$ cat config.mk
export PLATFORM = sky130hd
export DESIGN_NAME = cpack_line_unpacker
export DESIGN_NICKNAME = d
export VERILOG_FILES = /design/src/rtl/cpack_line_unpacker_pkg.sv /design/src/rtl/cpack_line_unpacker_word_decoder.sv /design/src/rtl/cpack_line_unpacker.sv
export SDC_FILE = /design/constraint.sdc
export NUM_CORES = 1
export LEC_CHECK = 0
export CAP_MARGIN = 20
export CORE_MARGIN = 2
export CORE_UTILIZATION = 40
export DETAILED_ROUTE_END_ITERATION = 10
export PLACE_DENSITY = 0.62
export SETUP_SLACK_MARGIN = 0.1
export SYNTH_ARGS = -nofsm -noshare
export SYNTH_HDL_FRONTEND = slang
export SYNTH_SLANG_ARGS = --single-unit
$ cat constraint.sdc
create_clock -name i_clk -period 7.61 [get_ports i_clk]
set_input_delay 1.1415 -clock i_clk [delete_from_list [all_inputs] [get_ports i_clk]]
set_output_delay 1.1415 -clock i_clk [all_outputs]
set_load 0.02 [all_outputs]
$ cat src/rtl/cpack_line_unpacker_pkg.sv
// rtl/cpack_line_unpacker_pkg.sv - shared codes, prefixes and lengths for the packed-line unpacker
package cpack_pkg;

    localparam int IDX_WIDTH = 4;
    localparam int LEN_WIDTH = 6;

    typedef enum logic [2:0] {
        ZZZZ = 3'd0,
        XXXX = 3'd1,
        MMMM = 3'd2,
        MMXX = 3'd3,
        ZZZX = 3'd4,
        MMMX = 3'd5
    } code_t;

    typedef enum logic [1:0] {
        ST_IDLE  = 2'd0,
        ST_PAIR0 = 2'd1,
        ST_PAIR1 = 2'd2
    } state_t;

    // Two-bit prefixes; PFX_EXT selects the four-bit prefix space below
    localparam logic [1:0] PFX_ZZZZ = 2'b00;
    localparam logic [1:0] PFX_XXXX = 2'b01;
    localparam logic [1:0] PFX_MMMM = 2'b10;
    localparam logic [1:0] PFX_EXT  = 2'b11;

    localparam logic [3:0] PFX_MMXX = 4'b0011;
    localparam logic [3:0] PFX_ZZZX = 4'b0111;
    localparam logic [3:0] PFX_MMMX = 4'b1011;
    localparam logic [3:0] PFX_RSVD = 4'b1111;

    localparam logic [LEN_WIDTH-1:0] LEN_ZZZZ = 6'd2;
    localparam logic [LEN_WIDTH-1:0] LEN_XXXX = 6'd34;
    localparam logic [LEN_WIDTH-1:0] LEN_MMMM = 6'd6;
    localparam logic [LEN_WIDTH-1:0] LEN_MMXX = 6'd24;
    localparam logic [LEN_WIDTH-1:0] LEN_ZZZX = 6'd12;
    localparam logic [LEN_WIDTH-1:0] LEN_MMMX = 6'd16;
    localparam logic [LEN_WIDTH-1:0] LEN_RSVD = 6'd4;
    localparam logic [LEN_WIDTH-1:0] LEN_RAW  = 6'd32;

endpackage

$ cat src/rtl/cpack_line_unpacker_word_decoder.sv
// rtl/cpack_line_unpacker_word_decoder.sv - decodes one compressed word from an LSB-aligned bit slice
module cpack_word_decoder
    import cpack_pkg::*;
#(
    parameter int WORD_WIDTH    = 32,
    parameter int MAX_CODE_BITS = 34,
    parameter int IDX_W         = 4
) (
    input  logic [MAX_CODE_BITS-1:0] bits_i,
    output code_t                    code_o,
    output logic [IDX_W-1:0]         idx_o,
    output logic [WORD_WIDTH-1:0]    word_o,
    output logic [LEN_WIDTH-1:0]     len_o,
    output logic                     rsvd_o
);

    always_comb begin
        code_o = ZZZZ;
        idx_o  = '0;
        word_o = '0;
        len_o  = LEN_ZZZZ;
        rsvd_o = 1'b0;
        case (bits_i[1:0])
            PFX_XXXX: begin
                code_o = XXXX;
                word_o = WORD_WIDTH'(bits_i[33:2]);
                len_o  = LEN_XXXX;
            end
            PFX_MMMM: begin
                code_o = MMMM;
                idx_o  = IDX_W'(bits_i[5:2]);
                len_o  = LEN_MMMM;
            end
            PFX_EXT: begin
                case (bits_i[3:0])
                    PFX_MMXX: begin
                        code_o = MMXX;
                        idx_o  = IDX_W'(bits_i[7:4]);
                        word_o = WORD_WIDTH'(bits_i[23:8]);
                        len_o  = LEN_MMXX;
                    end
                    PFX_ZZZX: begin
                        code_o = ZZZX;
                        word_o = WORD_WIDTH'(bits_i[11:4]);
                        len_o  = LEN_ZZZX;
                    end
                    PFX_MMMX: begin
                        code_o = MMMX;
                        idx_o  = IDX_W'(bits_i[7:4]);
                        word_o = WORD_WIDTH'(bits_i[15:8]);
                        len_o  = LEN_MMMX;
                    end
                    default: begin
                        // Reserved prefix: skip its four bits so the next slot stays aligned
                        len_o  = LEN_RSVD;
                        rsvd_o = 1'b1;
                    end
                endcase
            end
            default: ;
        endcase
    end

endmodule

$ cat src/rtl/cpack_line_unpacker.sv
// rtl/cpack_line_unpacker.sv - splits a packed 128-bit line into two decoded word pairs
module cpack_line_unpacker
    import cpack_pkg::*;
#(
    parameter int LINE_WIDTH    = 128,
    parameter int WORD_WIDTH    = 32,
    parameter int DICT_WORD     = 16,
    parameter int MAX_CODE_BITS = 34,
    parameter int PTR_WIDTH     = 8
) (
    input  logic                         i_clk,
    input  logic                         i_reset,
    input  logic [LINE_WIDTH-1:0]        i_line,
    input  logic                         i_line_raw,
    input  logic                         i_line_valid,
    output logic                         o_line_ready,
    output logic                         o_pair_valid,
    input  logic                         i_pair_ready,
    output code_t                        o_code1,
    output code_t                        o_code2,
    output logic [$clog2(DICT_WORD)-1:0] o_idx1,
    output logic [$clog2(DICT_WORD)-1:0] o_idx2,
    output logic [WORD_WIDTH-1:0]        o_word1,
    output logic [WORD_WIDTH-1:0]        o_word2,
    output logic                         o_line_done,
    output logic [PTR_WIDTH-1:0]         o_total_bits,
    output logic                         o_err
);

    localparam int IW = $clog2(DICT_WORD);
    localparam logic [PTR_WIDTH:0] LINE_BITS = (PTR_WIDTH+1)'(LINE_WIDTH);

    state_t                  state_q;
    logic [LINE_WIDTH-1:0]   line_q;
    logic                    raw_q;
    logic [PTR_WIDTH-1:0]    ptr_q;
    logic                    line_ready_q;
    logic                    pair_valid_q;
    logic                    line_done_q;
    logic [PTR_WIDTH-1:0]    total_q;
    logic                    err_q;

    logic [MAX_CODE_BITS-1:0] slice1, slice2;
    code_t                    dec_code1, dec_code2;
    logic [IW-1:0]            dec_idx1, dec_idx2;
    logic [WORD_WIDTH-1:0]    dec_word1, dec_word2;
    logic [LEN_WIDTH-1:0]     dec_len1, dec_len2, len1, len2;
    logic                     rsvd1, rsvd2;
    logic [PTR_WIDTH:0]       ptr2, ptr_d;
    logic [2*WORD_WIDTH-1:0]  raw_pair;
    logic                     pair_err;

    // Shifting past the end of the line naturally feeds zeros into the decoders
    assign slice1   = MAX_CODE_BITS'(line_q >> ptr_q);
    assign raw_pair = (2*WORD_WIDTH)'(line_q >> ptr_q);
    assign len1     = raw_q ? LEN_RAW : dec_len1;
    assign len2     = raw_q ? LEN_RAW : dec_len2;
    assign ptr2     = {1'b0, ptr_q} + (PTR_WIDTH+1)'(len1);
    assign slice2   = MAX_CODE_BITS'(line_q >> ptr2);
    assign ptr_d    = ptr2 + (PTR_WIDTH+1)'(len2);
    assign pair_err = !raw_q && ((ptr_d > LINE_BITS) || rsvd1 || rsvd2);

    cpack_word_decoder #(
        .WORD_WIDTH    (WORD_WIDTH),
        .MAX_CODE_BITS (MAX_CODE_BITS),
        .IDX_W         (IW)
    ) u_dec1 (
        .bits_i (slice1),
        .code_o (dec_code1),
        .idx_o  (dec_idx1),
        .word_o (dec_word1),
        .len_o  (dec_len1),
        .rsvd_o (rsvd1)
    );

    cpack_word_decoder #(
        .WORD_WIDTH    (WORD_WIDTH),
        .MAX_CODE_BITS (MAX_CODE_BITS),
        .IDX_W         (IW)
    ) u_dec2 (
        .bits_i (slice2),
        .code_o (dec_code2),
        .idx_o  (dec_idx2),
        .word_o (dec_word2),
        .len_o  (dec_len2),
        .rsvd_o (rsvd2)
    );

    // Fields read as idle values whenever no pair is presented
    always_comb begin
        o_code1 = ZZZZ;
        o_code2 = ZZZZ;
        o_idx1  = '0;
        o_idx2  = '0;
        o_word1 = '0;
        o_word2 = '0;
        if (pair_valid_q) begin
            if (raw_q) begin
                o_code1 = XXXX;
                o_code2 = XXXX;
                o_word1 = raw_pair[WORD_WIDTH-1:0];
                o_word2 = raw_pair[2*WORD_WIDTH-1:WORD_WIDTH];
            end else begin
                o_code1 = dec_code1;
                o_code2 = dec_code2;
                o_idx1  = dec_idx1;
                o_idx2  = dec_idx2;
                o_word1 = dec_word1;
                o_word2 = dec_word2;
            end
        end
    end

    always_ff @(posedge i_clk) begin
        if (i_reset) begin
            state_q      <= ST_IDLE;
            line_q       <= '0;
            raw_q        <= 1'b0;
            ptr_q        <= '0;
            line_ready_q <= 1'b1;
            pair_valid_q <= 1'b0;
            line_done_q  <= 1'b0;
            total_q      <= '0;
            err_q        <= 1'b0;
        end else begin
            line_done_q <= 1'b0;
            err_q       <= 1'b0;
            case (state_q)
                ST_IDLE: begin
                    if (i_line_valid) begin
                        line_q       <= i_line;
                        raw_q        <= i_line_raw;
                        ptr_q        <= '0;
                        line_ready_q <= 1'b0;
                        pair_valid_q <= 1'b1;
                        state_q      <= ST_PAIR0;
                    end
                end
                ST_PAIR0: begin
                    if (i_pair_ready) begin
                        ptr_q   <= ptr_d[PTR_WIDTH-1:0];
                        err_q   <= pair_err;
                        state_q <= ST_PAIR1;
                    end
                end
                ST_PAIR1: begin
                    if (i_pair_ready) begin
                        ptr_q        <= ptr_d[PTR_WIDTH-1:0];
                        err_q        <= pair_err;
                        line_done_q  <= 1'b1;
                        total_q      <= ptr_d[PTR_WIDTH-1:0];
                        line_ready_q <= 1'b1;
                        pair_valid_q <= 1'b0;
                        state_q      <= ST_IDLE;
                    end
                end
                default: begin
                    line_ready_q <= 1'b1;
                    pair_valid_q <= 1'b0;
                    state_q      <= ST_IDLE;
                end
            endcase
        end
    end

    assign o_line_ready = line_ready_q;
    assign o_pair_valid = pair_valid_q;
    assign o_line_done  = line_done_q;
    assign o_total_bits = total_q;
    assign o_err        = err_q;

endmodule

Word-level counts from Yosys, hierarchy flattened
Index checks and enable logic that the tools add are counted.
Storage, ports and cells
  register bits: 151
  bits in latches: 0
  bits in writable memories: 0
  memory bits (read-only): 0
  input bits: 133
  output and inout port bits: 90
  word-level logic and storage cells: 102
  memories kept: 0
Operators by class
  $add $sub $neg: 2
  $mul: 0
  divide/modulo/power cells: 0
  $lt $le $gt $ge: 1
  eq/ne operators: 18
  shift operators: 2
  multiplexer cells: 48
  bitwise operators: 4
  reductions and logical operators: 18
Operator list (number)
  two-way mux 32 bit: 4
  one-hot mux 32 bit (2 select lines): 2
  >> shifter 128 x 8 -> 64 bit: 1
  >> shifter 128 x 9 -> 34 bit: 1
  one-hot mux 16 bit (3 select lines): 2
  one-hot mux 3 bit (3 select lines): 4
  one-hot mux 6 bit (3 select lines): 2
  one-hot mux 5 bit (3 select lines): 2
  two-way mux 4 bit: 6
  two-way mux 8 bit: 2
  one-hot mux 4 bit (2 select lines): 2
  one-hot mux 8 bit (2 select lines): 1
  two-way mux 3 bit: 4
  two-way mux 6 bit: 2
  equality test 2 bit, second input constant: 5
  adder 8 x 6 -> 9 bit: 1
  adder 9 x 6 -> 9 bit: 1
  greater-than comparator 9 x 8 -> 1 bit, second input constant: 1
  two-way mux 1 bit: 9
  AND reduction 3 bit: 3
  OR reduction 3 bit: 3
  equality test 4 x 2 -> 1 bit, second input constant: 2
  equality test 4 x 3 -> 1 bit, second input constant: 2
  equality test 4 bit, second input constant: 2
  14 further kinds: 29

Longest topological paths before layout
  depth in word-level cells: 16
  gate-level depth with buffers: 35
  gate-level depth less buffers: 28

Cells and area by module
From an unflattened synthesis, not the netlist that was laid out.
Second synthesis, totals
  cells, all modules: 3246
  area total of the unflattened synthesis: 26056.2 um^2
Modules (own cells, without submodules)
  cpack_line_unpacker: times used 1, cells an instance 3072, area each 24932.7 um^2, seq. area each 3022.9 um^2
  cpack_word_decoder: times used 2, cells an instance 87, area each 561.8 um^2, seq. area each 0.0 um^2

Worst setup path after synthesis
OpenSTA, ideal clock, no wires.
  path kind: register -> register
  start point: reg ptr_q[2]
  end point: reg err_q (netlist: o_err)
  setup time: 115 ps
  arrival time: 7702 ps
  data required time: 7495 ps
  slack: -206 ps
  stages on the path, launching flop included: 32
  path buffers: 5
  period minus slack after synthesis: 7816 ps
  cell sequence: dfxtp_1 -> buf_2 -> buf_2 -> buf_1 -> mux4_2 -> mux4_2 -> mux2i_1 -> nor2_1 -> a32oi_4 -> inv_1 -> nor2_1 -> ha_1 -> fa_1 -> inv_1 -> buf_2 -> mux4_2 -> and3_4 -> a2111oi_4 -> o32ai_2 -> buf_4 -> nand2b_1 -> and2_1 -> ha_1 -> fa_1 -> a21o_1 -> a21oi_1 -> nor2b_1 -> o21ai_0 -> xnor2_1 -> a21oi_1 -> o211a_1 -> a2111oi_0
Between the ends
  word-level cells in the longest chain between the ends: 16
  elaborated cells on any way between the ends: 32
  those cells by class: 2 x add/sub; 1 x order compare; 12 x eq/ne; 2 x shift; 10 x mux; 5 x reduce/logical
RTL lines
  from (decl): RTL line cpack_line_unpacker.sv:36  | logic [PTR_WIDTH-1:0] ptr_q;
  from (signal assigned): RTL line cpack_line_unpacker.sv:141  | ptr_q <= ptr_d[PTR_WIDTH-1:0];
  from (signal assigned): RTL line cpack_line_unpacker.sv:148  | ptr_q <= ptr_d[PTR_WIDTH-1:0];
  >> shifter 128 x 8 -> 64 bit
  equality test 4 bit (tied with other cells): RTL line cpack_line_unpacker_word_decoder.sv:35  | case (bits_i[3:0])
  one-hot mux 5 bit (3 select lines): RTL line cpack_line_unpacker_word_decoder.sv:35
  one-hot mux 6 bit (3 select lines): RTL line cpack_line_unpacker_word_decoder.sv:23  | case (bits_i[1:0])
  two-way mux 6 bit: RTL line cpack_line_unpacker.sv:56  | assign len1 = raw_q ? LEN_RAW : dec_len1;
  adder 8 x 6 -> 9 bit: RTL line cpack_line_unpacker.sv:58  | assign ptr2 = {1'b0, ptr_q} + (PTR_WIDTH+1)'(len1);
  >> shifter 128 x 9 -> 34 bit: RTL line cpack_line_unpacker.sv:59  | assign slice2 = MAX_CODE_BITS'(line_q >> ptr2);
  equality test 4 bit (tied with other cells): RTL line cpack_line_unpacker_word_decoder.sv:35
  one-hot mux 5 bit (3 select lines): RTL line cpack_line_unpacker_word_decoder.sv:35
  one-hot mux 6 bit (3 select lines): RTL line cpack_line_unpacker_word_decoder.sv:23
  two-way mux 6 bit: RTL line cpack_line_unpacker.sv:57  | assign len2 = raw_q ? LEN_RAW : dec_len2;
  adder 9 x 6 -> 9 bit: RTL line cpack_line_unpacker.sv:60  | assign ptr_d = ptr2 + (PTR_WIDTH+1)'(len2);
  greater-than comparator 9 x 8 -> 1 bit: RTL line cpack_line_unpacker.sv:61  | assign pair_err = !raw_q && ((ptr_d > LINE_BITS) || rsvd1 || rsvd2);
  logical OR 1 bit: RTL line cpack_line_unpacker.sv:61
  logical OR 1 bit (*): RTL line cpack_line_unpacker.sv:61
  logical AND 1 bit (*): RTL line cpack_line_unpacker.sv:61
  to (signal assigned): RTL line cpack_line_unpacker.sv:142  | err_q <= pair_err;
  to (signal assigned): RTL line cpack_line_unpacker.sv:149  | err_q <= pair_err;
  to (decl): RTL line cpack_line_unpacker.sv:41  | logic err_q;
Mark *: on every way between the ends. The rest lies on a longest branch, timed or not.
A chain may end at the register's enable or synchronous reset.

Worst setup path after layout
  start point: reg ptr_q[1]
  end point: out o_word2[7]
Between the ends
  word-level cells in the longest chain between the ends: 12
  elaborated cells on any way between the ends: 21
  those cells by class: 1 x add/sub; 11 x eq/ne; 2 x shift; 7 x mux
RTL lines
  >> shifter 128 x 8 -> 64 bit: RTL line cpack_line_unpacker.sv:55  | assign raw_pair = (2*WORD_WIDTH)'(line_q >> ptr_q);
  equality test 4 bit (tied with other cells): RTL line cpack_line_unpacker_word_decoder.sv:35
  one-hot mux 5 bit (3 select lines): RTL line cpack_line_unpacker_word_decoder.sv:35
  one-hot mux 6 bit (3 select lines): RTL line cpack_line_unpacker_word_decoder.sv:23
  two-way mux 6 bit: RTL line cpack_line_unpacker.sv:56
  adder 8 x 6 -> 9 bit: RTL line cpack_line_unpacker.sv:58
  >> shifter 128 x 9 -> 34 bit: RTL line cpack_line_unpacker.sv:59
  equality test 4 bit (tied with other cells): RTL line cpack_line_unpacker_word_decoder.sv:35
  one-hot mux 16 bit (3 select lines): RTL line cpack_line_unpacker_word_decoder.sv:35
  one-hot mux 32 bit (2 select lines): RTL line cpack_line_unpacker_word_decoder.sv:23
  two-way mux 32 bit (*): RTL line cpack_line_unpacker.sv:98  | if (raw_q) begin
  two-way mux 32 bit (*): RTL line cpack_line_unpacker.sv:97  | if (pair_valid_q) begin
  to (decl): RTL line cpack_line_unpacker.sv:24  | output logic [WORD_WIDTH-1:0] o_word2,
Marks and branches as above.

==> impl_metrics.tcl <==
set metrics [dict create \
    critical_path_depth 23 \
    yosysWarnings 0 \
    globalRouteTotalUtil_pct 45.50 \
    dieArea_um2 56490 \
    gp_routability_congestion 1.129 \
    hold_depth 2 \
    path_class "reg -> out" \
    clockBufferDepth 2 \
    critical-path-slowest-cell "fa_4" \
    placed_cells 4040 \
    power_frac_seq_pct 9.8 \
    hold_start "o_total_bits[1]" \
    drive_above_1_share_pct 37.98 \
    dieWidth_um 237.7 \
    instances_no_fill 4138 \
    tightest_slew_ns 1.325 \
    dp_hpwl_um 107000 \
    crit_path_start_kind "flop" \
    drt-initial-drc-count 3860 \
    start_util_pct 40.51 \
    num_vias 27730 \
    synthCells 2727 \
    routedWlPerCell_um 32.12 \
    coreArea_um2 53920 \
    cts_sinks 149 \
    die_h_um 237.7 \
    period_share_pct 103.6 \
    dp_slack_ns -0.5804 \
    fmax_ghz 0.1268 \
    yosysTopAreaCell "mux4_2" \
    worst-path-buf-inv 8 \
    r2r_cells 35 \
    cts_tree "yes" \
    fill_cells 4834 \
    seq_area_um2 2995 \
    multi_input_area_um2 18130 \
    combPwrFrac_pct 80.9 \
    hold_class "reg -> reg" \
    grt_pass1_vias 25760 \
    cp.arrival_ns 6.74 \
    r2r_start "ptr_q[1]" \
    worst-endpoint-required_ns 6.47 \
    ios 223 \
    finalNetCount 3571 \
    skew_ns 0.02145 \
    yosys.area.top_type_share_pct 21.45 \
    cp_cell_sequence "buf_12 -> buf_12 -> mux4_2 -> mux4_2 -> mux2i_1 -> buf_4 -> nor2_4 -> a32oi_4 -> inv_2 -> nor2_4 -> ha_4 -> fa_4 -> inv_8 -> buf_12 -> mux4_2 -> and3_4 -> a2111oi_4 -> buf_4 -> o32ai_4 -> or4_4 -> or2_1 -> a311oi_2 -> buf_4" \
    ys_top_cells_by_area "mux4_2 21%, dfxtp_1 14%, mux2i_1 11%" \
    critical_path.endpoint_type "primary output" \
    area_growth_pct 42.08 \
    grt_setup_unrepaired "yes" \
    syn_area_um2 21840 \
    ir_worst_vdd_v 0.0002509 \
    startpoint "ptr_q[1]" \
    p_per_area_nw_per_um2 312.5 \
    power.leakage_nw 12.83 \
    portBuffers 221 \
    grt_pass1_wl_um 185100 \
    ant_nets 0 \
    syn_avg_cell_area_um2 8.010 \
    clockPowerShare_pct 9.4 \
    drt_pass1_iterations 6 \
    clk_pin_slew_ns 0.09 \
    crit_family "multiplexers" \
    setup_viol 36 \
    route.detailed.drc 0 \
    setup_tns_ns -5.439 \
    max_cap_violations 0 \
    cts_buffers 17 \
    row_count 85 \
    synth_common_cells "558 x nand2_1, 275 x a21oi_1, 241 x mux2i_1" \
    seq_area_frac_synth_pct 13.66 \
    slowest_delay_ns 0.68 \
    vias_per_cell 6.702 \
    async_reset_ff_share_pct 0 \
    p_sw_mw 4.933 \
    status "finished with violations" \
    syn-num-nets 2875 \
    path_max_fanout 8 \
    ys_ff_latch 149 \
    grt.overflow.total 0 \
    slew_violations 0 \
    relSlewSlack_pct 10.73 \
    violations "negative setup slack" \
    ys_types 89 \
    p_int_mw 4.764 \
    drt_wl_total_um 132900 \
    switching_share_pct 50.87 \
    antenna_found_initial 9 \
    fin_crit_ns 7.884 \
    insertion_delay_ns 0.47 \
    grt_max_degree 102 \
    setup_slack_ns -0.2743 \
    synth-edff-count 0 \
    timing.final.hold_violations 0 \
    htreeDepth 4 \
    cts_root_buf "clkbuf_16" \
    synth.most_common_cell "nand2_1" \
    synth_flop_cell "dfxtp_1" \
]
## tightest hold or removal path, stage by stage (launching register included)
cell and delay, ns:
dfxtp_1 0.31, nand2_1 0.05, a21oi_1 0.05
## cells by family (layout without fill, tap and decap cells)
family,Yosys count,after routing,share of synthesized area [%]
AND/OR/NAND/NOR,951,952,18.51
adder cells (fa/ha/maj),15,15,0.9280
flip-flops,149,149,13.66
multiplexers,572,572,38.97
XOR/XNOR,8,8,0.3208
buffers and inverters,320,1028,6.971
AO/OA/AOI/OAI,711,711,20.62
other,1,7,0.01717
## power by group through the flow
stage	logic, mW	clock network (mW)	registers [mW]
final	7.84	0.908	0.946
after global routing	8.05	0.934	0.950
after CTS	7.06	0.909	0.939
after detailed placement	6.74	0	0.959
after global placement	6.69	0	0.956
after floorplan	3.53	0	0.979
## placed cells by master (no fill, tap or decap), types with 11 or more instances in the layout
cell type          n
buf_4            702
nand2_1          551
a21oi_1          259
mux2i_1          226
mux4_2           208
clkdlybuf4s50_1  181
nor2_1           179
dfxtp_1          143
mux2_2           118
o21ai_0          104
nand3_1           39
nor3_1            37
a211oi_1          34
o22ai_1           33
a22oi_1           31
buf_12            31
buf_6             30
inv_1             27
o211ai_1          27
a31oi_1           22
and2_1            21
a221oi_1          21
clkbuf_16         19
nor2b_1           16
a21oi_2           14
o21a_1            13
o31ai_1           12
a311oi_1          12
and3_1            11
nand2b_1          11
## metal layers
layer | part of all wire, % | track usage [%] | vias to the layer above
li1 | - | - | 11600
met4 | 6.8 | 22.76 | 8
met1 | 38 | 57.23 | 13400
met3 | 14 | 16.87 | 496
met5 | 0.048 | 0 | -
met2 | 42 | 68.37 | 2233
## timing repair
action | CTS | global route
pin swaps | 35 | 44
gates cloned | 1 | 3
buffers inserted | 26 | 29
gates resized for setup | 294 | 132
hold buffers | 0 | 0
endpoints found under the setup margin | 48 | 46
## cell type report
cell class | instances | area share [%]
antenna | 6 | 0.04838
clock buffer | 17 | 1.371
tap | 696 | 2.806
inverter | 37 | 0.4878
multi-input combinational | 2259 | 58.43
sequential | 149 | 9.652
timing repair buffer | 959 | 26.60
clock inverter | 15 | 0.6048
## registers in the layout, indices dropped and copies added, names as in the netlist
| name | cells |
|---|---|
| line_q | 128 |
| o_total_bits | 7 |
| ptr_q | 7 |
| state_q | 2 |
| o_err | 1 |
| o_line_done | 1 |
| o_line_ready | 1 |
| o_pair_valid | 1 |
| raw_q | 1 |
## per-stage QoR
step	cell area (um2)	power, mW	hold slack [ns]	util, %
6_report	31030	9.697	0.4606	57.55
5_1_grt	31020	9.932	0.4940	57.53
4_1_cts	30180	8.906	0.4624	55.97
3_5_place_dp	28960	7.704	0.4522	53.72
3_3_place_gp	28960	7.643	0.4431	53.72
2_1_floorplan	21900	4.511	0.4457	-
## final timing paths
check                                       end  slack (ns)
worst max-delay path                 o_word2[7]       -0.27
worst max register to register            o_err       -0.03
worst min register to register  o_total_bits[1]        0.46
worst min-delay path            o_total_bits[1]        0.46
No activity file was read; power rests on OpenSTA's default activity.
